File: src/rtl/adc_emu_tx.sv
// adc_emu_tx: ADC-side emulator for the 10-bit parallel capture link (sample clock, patterns, latency, OE gate).
// Define ADC_EMU_DITHER_EN to add LFSR dither on data bit0 in ramp and constant modes.
module adc_emu_tx #(
  parameter int CLK_DIV  = 5,
  parameter int PIPE_LAT = 5,
  parameter int SQ_HALF  = 8
) (
  input  logic        clk_50M,
  input  logic        rst_n,
  input  logic        en,
  input  logic [1:0]  mode,
  input  logic [9:0]  const_val,
  input  logic [11:0] ext_data,
  input  logic        oe_n,
  output logic        ad_clk,
  output logic [9:0]  ad_data,
  output logic        otr,
  output logic        data_oe
);

  localparam int CNT_W = (CLK_DIV > 2) ? $clog2(CLK_DIV) : 1;
  localparam int SQ_W  = (SQ_HALF > 1) ? $clog2(SQ_HALF) : 1;
  localparam logic [CNT_W-1:0] CNT_LAST = CNT_W'(CLK_DIV - 1);
  localparam logic [CNT_W-1:0] CNT_HALF = CNT_W'(CLK_DIV / 2);
  localparam logic [SQ_W-1:0]  SQ_LAST  = SQ_W'(SQ_HALF - 1);

  localparam logic [1:0] MODE_RAMP   = 2'd0;
  localparam logic [1:0] MODE_CONST  = 2'd1;
  localparam logic [1:0] MODE_EXT    = 2'd2;
  localparam logic [1:0] MODE_SQUARE = 2'd3;

  // Clip a 12-bit unsigned sample into the 10-bit range; result is {otr, data}.
  function automatic logic [10:0] sat_ext(input logic [11:0] x);
    if (x > 12'd1023)
      return {1'b1, 10'h3FF};
    else
      return {1'b0, x[9:0]};
  endfunction

  logic [CNT_W-1:0] cnt;
  logic             rise_tick;
  logic             fall_tick;
  logic [9:0]       ramp;
  logic [SQ_W-1:0]  sq_cnt;
  logic             sq_lvl;
  logic             dith;
  logic [10:0]      sample;
  logic [10:0]      pipe_p [PIPE_LAT];

  assign rise_tick = en && (cnt == '0);
  assign fall_tick = en && (cnt == CNT_HALF);

  always_ff @(posedge clk_50M) begin
    if (!rst_n) begin
      cnt    <= '0;
      ad_clk <= 1'b0;
    end else if (!en) begin
      cnt    <= '0;
      ad_clk <= 1'b0;
    end else begin
      cnt    <= (cnt == CNT_LAST) ? '0 : cnt + CNT_W'(1);
      ad_clk <= (cnt < CNT_HALF);
    end
  end

  // Pattern state advances on every sample point whatever the selected mode.
  always_ff @(posedge clk_50M) begin
    if (!rst_n) begin
      ramp   <= '0;
      sq_cnt <= '0;
      sq_lvl <= 1'b0;
    end else if (rise_tick) begin
      ramp <= ramp + 10'd1;
      if (sq_cnt == SQ_LAST) begin
        sq_cnt <= '0;
        sq_lvl <= ~sq_lvl;
      end else begin
        sq_cnt <= sq_cnt + SQ_W'(1);
      end
    end
  end

`ifdef ADC_EMU_DITHER_EN
  function automatic logic [15:0] lfsr_step(input logic [15:0] s);
    return {s[0] ^ s[2] ^ s[3] ^ s[5], s[15:1]};
  endfunction

  logic [15:0] lfsr;

  always_ff @(posedge clk_50M) begin
    if (!rst_n)
      lfsr <= 16'hACE1;
    else if (rise_tick)
      lfsr <= lfsr_step(lfsr);
  end

  assign dith = lfsr[0];
`else
  assign dith = 1'b0;
`endif

  always_comb begin
    sample = '0;
    case (mode)
      MODE_RAMP:   sample = {1'b0, ramp[9:1], ramp[0] ^ dith};
      MODE_CONST:  sample = {1'b0, const_val[9:1], const_val[0] ^ dith};
      MODE_EXT:    sample = sat_ext(ext_data);
      MODE_SQUARE: sample = {1'b0, {10{sq_lvl}}};
      default:     sample = '0;
    endcase
  end

  // Stage boundary: sample point -> PIPE_LAT-deep shift register, clocked by rise ticks.
  always_ff @(posedge clk_50M) begin
    if (!rst_n) begin
      for (int i = 0; i < PIPE_LAT; i++)
        pipe_p[i] <= '0;
    end else if (rise_tick) begin
      pipe_p[0] <= sample;
      for (int i = 1; i < PIPE_LAT; i++)
        pipe_p[i] <= pipe_p[i-1];
    end
  end

  // Stage boundary: last pipeline stage -> output pins on the fall tick, gated by oe_n.
  always_ff @(posedge clk_50M) begin
    if (!rst_n) begin
      ad_data <= '0;
      otr     <= 1'b0;
      data_oe <= 1'b0;
    end else begin
      data_oe <= ~oe_n;
      if (oe_n) begin
        ad_data <= '0;
        otr     <= 1'b0;
      end else if (fall_tick) begin
        {otr, ad_data} <= pipe_p[PIPE_LAT-1];
      end
    end
  end

endmodule

File: config.mk
export PLATFORM = sky130hd
export DESIGN_NAME = adc_emu_tx
export DESIGN_NICKNAME = d
export VERILOG_FILES = /design/src/rtl/adc_emu_tx.sv
export SDC_FILE = /design/constraint.sdc
export NUM_CORES = 1
export LEC_CHECK = 0
export ABC_AREA = 0
export CORE_MARGIN = 1.5
export CORE_UTILIZATION = 50
export DETAILED_ROUTE_END_ITERATION = 8
export HOLD_SLACK_MARGIN = 0.05
export PLACE_DENSITY = 0.75
export SYNTH_ARGS = -nofsm -noshare
export SYNTH_HDL_FRONTEND = slang
export SYNTH_SLANG_ARGS = --single-unit
File: constraint.sdc
create_clock -name clk_50M -period 2.6 [get_ports clk_50M]
set_input_delay 0.26 -clock clk_50M [delete_from_list [all_inputs] [get_ports clk_50M]]
set_output_delay 0.26 -clock clk_50M [all_outputs]
set_load 0.01 [all_outputs]
==> Implementation_results.wiki <==
{| class="wikitable"
! Metric !! Value
|-
| I/O Pins || 41
|-
| Part of the power in registers || 0.569
|-
| Count of cells resized by post-cts repair || 0
|-
| Clk_lat worst skew || 340 ps
|-
| Post-Place Cell Area || 3975 sq um
|-
| Overall routed net length || 5.249 mm
|-
| Cell count after synthesis || ~290
|-
| WS Path Type || flip-flop to flip-flop
|-
| Number of filler instances in the final layout || 527
|-
| List of most frequent post-synthesis cells || sky130_fd_sc_hd__edfxtp_1 (55), sky130_fd_sc_hd__and2_1 (44), sky130_fd_sc_hd__dfxtp_1 (30), sky130_fd_sc_hd__nor2_1 (29), sky130_fd_sc_hd__o21ai_0 (23)
|-
| Clock tree from TritonCTS || yes
|-
| First-pass GRT wire length || between 8 and 9 mm
|-
| Startpoint of the lowest-slack register-to-register path || cnt[0]
|-
| Overall via count from detail_route || 2146
|-
| Number of nets with antenna violations after detailed routing || 0
|-
| Ordered cell list for the critical path || inv_1 > ha_1 > nand3b_1 > nand2_2 > buf_12
|-
| Logic depth of the worst path, buffers included || 5
|-
| Clock skew || 10.33 ps
|-
| Most frequently used flop master after synthesis || sky130_fd_sc_hd__edfxtp_1
|-
| Setup repair after global routing missed its margin || false
|-
| Synthesized-area fraction occupied by adder cells || 0.02161
|-
| Basic-gate share of the synthesized area counting and, or, nand and nor cells || 0.1840
|-
| Most instantiated library cell after synthesis || sky130_fd_sc_hd__edfxtp_1
|-
| Min Clock Period, post-route || 2006 ps
|-
| Clock edge transition at the registers on the reported setup and hold paths || 80 ps
|-
| Final GP Congestion || 0.8050
|-
| Clock Power Share || 0.365
|-
| Maximum number of pins on one net before global-route repair || 56
|-
| Type of element capturing the critical path || flip-flop
|-
| Layout cells sized above 1 || 0.07808
|-
| Total track usage || 0.1502
|-
| Std-Cell Rows || 30
|-
| Number of H-tree levels || 3
|-
| Sequential cell area fraction in the yosys report || 0.6482
|-
| Startpoint of the lowest-slack hold path || cnt[0]
|-
| Largest family of logic cells by synthesized area || simple AND/OR/NAND/NOR gates
|-
| Critical path's top delay family || simple AND/OR/NAND/NOR gates
|-
| Area fraction of the dominant cell type after synthesis || 0.4753
|-
| Mean instance size in the synthesized netlist || ~12 sq um
|-
| Maximum net fanout on the critical path || 55
|-
| Count of buffer and inverter cells on the critical path || 2
|-
| Inserted Diodes || 0
|-
| Pin slew with the least headroom to its limit || 544.6 ps
|-
| Count of input and output buffers || 40
|-
| Proportion of register bits with asynchronous set or reset after synthesis || 0
|-
| Req. time, crit path || 2620 ps
|-
| Clock buffer count from CTS || 9
|-
| Post-Synth XOR/XNOR Area || 0.007562
|-
| Synthesized net count || 319
|-
| Highest metal layer with signal wires || met4
|-
| Worst slew margin relative to its limit || 0.6369
|-
| Drt first-iter violations || 126
|-
| Total power divided by cell area || 646.1 nW/um^2
|-
| Average routed wire per standard cell || 12.71 um
|-
| DIE AREA || about 7500 sq um
|-
| Width of the chip || 86.36 um
|-
| Die Height || 86.36 um
|-
| Count of flip-flops with a built-in enable after synthesis || 55
|-
| Number of buffers inserted to repair setup after CTS || 0
|-
| Cts-stage hold buffer count || 0
|-
| Leakage power summed over all cells || 0.001658 uW
|-
| Number of distinct standard cells referenced by the synthesized netlist || 33
|-
| #FFs+latches synth || 85
|-
| Worst-case vdd ir drop || 0.0002610 V
|-
| Detailed-routed wire length on met3 || approximately 290 um
|-
| Root buf cell || sky130_fd_sc_hd__clkbuf_8
|-
| DRC violation count after routing || 0
|-
| Nature of the critical path startpoint || flip-flop
|-
| Worst hold path class || flip-flop to flip-flop
|-
| Number of antenna violations at the first check in global routing || 0
|-
| Sw frac || 0.2085
|-
| Fraction of power consumed by combinational cells || 0.066
|-
| Met2 routed WL || 2.539 mm
|-
| Capturing element of the worst setup path || pipe_p[0][1]
|-
| Core footprint || about 6800 sq um
|-
| Final global-route overflow total || 0
|-
| Count of final max-slew check failures || 0
|-
| Final Hold Violating Endpoints || 0
|-
| Yosys top cell by area || sky130_fd_sc_hd__edfxtp_1
|-
| Multiplexer area fraction after synthesis || 0.04609
|-
| Worst path arrival time || 2020 ps
|-
| Post-Synthesis Cell Area || 3475 sq um
|-
| Sum of routed wire segments on met1 || 2.281 mm
|-
| Maximum number of buffers from clock root to sink || 2
|-
| Compound-cell area share of the yosys netlist || 0.07202
|-
| Area of all placed cells without fillers || 4189 sq um
|-
| Flop-to-flop setup slack || roughly 590 ps
|-
| Share of the clock period used by the worst path after layout || 0.7714
|-
| Worst reg2reg endpoint || pipe_p[0][1]
|-
| Peak Freq || 498.6 MHz
|-
| Yosys Warn Count || 0
|-
| Initial Utilization || 0.5143
|-
| Worst-case setup margin in the final layout || between 500 and 600 ps
|-
| Critical path startpoint || cnt[0]
|-
| Clock net sink count || 85
|-
| Internal portion of total power || 2142 uW
|-
| Top cells by area in the synthesized netlist || sky130_fd_sc_hd__edfxtp_1 (48%), sky130_fd_sc_hd__dfxtp_1 (17%), sky130_fd_sc_hd__and2_1 (7.9%)
|-
| Switching power || 564.3 uW
|-
| Fin Setup TNS || 0 ps
|-
| Estimated wirelength of the detail-placed design || 3.578 mm
|-
| Via-to-Cell Ratio || 5.196
|-
| Area added between synthesis and finish || 20.56%
|-
| Status || complete, no violations
|-
| Number of cells on the worst reg-to-reg path || 5
|-
| Maximum capacitance violations || 0
|-
| Router iterations before antenna repair || 4
|-
| Worst setup slack before clock tree synthesis || 434.2 ps
|-
| Vias in the first global route || about 2000
|-
| Net total in the final layout || 362
|-
| Count of endpoints failing setup in the final report || 0
|-
| Slowest cell on the critical path || sky130_fd_sc_hd__nand3b_1
|-
| Slowest Stage Delay on Critical Path || between 400 and 500 ps
|}
## layout by cell type (no fill, tap or decap), types with 5 or more instances in the layout
| cell | count |
|---|---|
| sky130_fd_sc_hd__edfxtp_1 | 55 |
| sky130_fd_sc_hd__and2_1 | 44 |
| sky130_fd_sc_hd__clkdlybuf4s50_1 | 40 |
| sky130_fd_sc_hd__dfxtp_1 | 30 |
| sky130_fd_sc_hd__nor2_1 | 29 |
| sky130_fd_sc_hd__o21ai_0 | 23 |
| sky130_fd_sc_hd__mux2i_1 | 16 |
| sky130_fd_sc_hd__a211oi_1 | 10 |
| sky130_fd_sc_hd__clkbuf_8 | 9 |
| sky130_fd_sc_hd__nand2_1 | 8 |
| sky130_fd_sc_hd__a21oi_1 | 7 |
| sky130_fd_sc_hd__ha_1 | 6 |
| sky130_fd_sc_hd__inv_1 | 5 |
| sky130_fd_sc_hd__nand2b_1 | 5 |
## metrics by stage
stage | util | hold slack (ps) | total power [uW] | std cells
floorplan | - | 405.7 | 1668 | 285
global placement | 0.5883 | 451.2 | 1741 | 397
detailed placement | 0.5883 | 468.8 | 1751 | 397
CTS | 0.6200 | 485.4 | 2731 | 413
global route | 0.6200 | 501.3 | 2818 | 413
finish | 0.6200 | 479.3 | 2707 | 413
## cells by family after synthesis
logic type / after synthesis
mux: 16
flops: 85
buf+inv: 18
compound gates: 43
simple gates: 114
fa+ha+maj: 6
xor+xnor: 3
## final cells by class
type,instances,area [sq um],share of cell area
timing repair buffer,45,450.4,0.1075
clock inverter,6,86.33,0.02061
sequential,85,2252,0.5376
inverter,5,18.77,0.004480
tap,80,100.1,0.02389
multi-input combinational,182,1154,0.2754
clock buffer,10,127.6,0.03047
## how the worst min path moves through the flow
stage                 endpoint  slack (ps)  cells after the start
floorplan              ramp[9]         410                      2
CTS                     cnt[0]         490                      1
global placement        cnt[0]         450                      1
finish                  cnt[0]         480                      1
detailed placement  ad_data[5]         470                      2
global route            cnt[0]         500                      1
## state kept, by name, indices dropped and copies added (netlist names)
| register | cells |
|---|---|
| ad_data | 10 |
| sq_cnt | 3 |
| pipe_p | 55 |
| otr | 1 |
| sq_lvl | 1 |
| data_oe | 1 |
| ad_clk | 1 |
| cnt | 3 |
| ramp | 10 |
## metal layers
layer,GRT usage,vias to the layer above
li1,-,1087
met1,0.1827,979
met2,0.2472,68
met3,0.04571,12
met4,0.06745,0
met5,0,-
## power groups by stage
| stage | logic (uW) | clock network [uW] | registers (uW) |
|---|---|---|---|
| after floorplan | 100 | 0 | 1570 |
| after global placement | 174 | 0 | 1570 |
| after detailed placement | 179 | 0 | 1570 |
| after CTS | 180 | 1010 | 1540 |
| after global routing | 197 | 1070 | 1550 |
| final | 178 | 988 | 1540 |
Power figures use the tool's default switching activity.
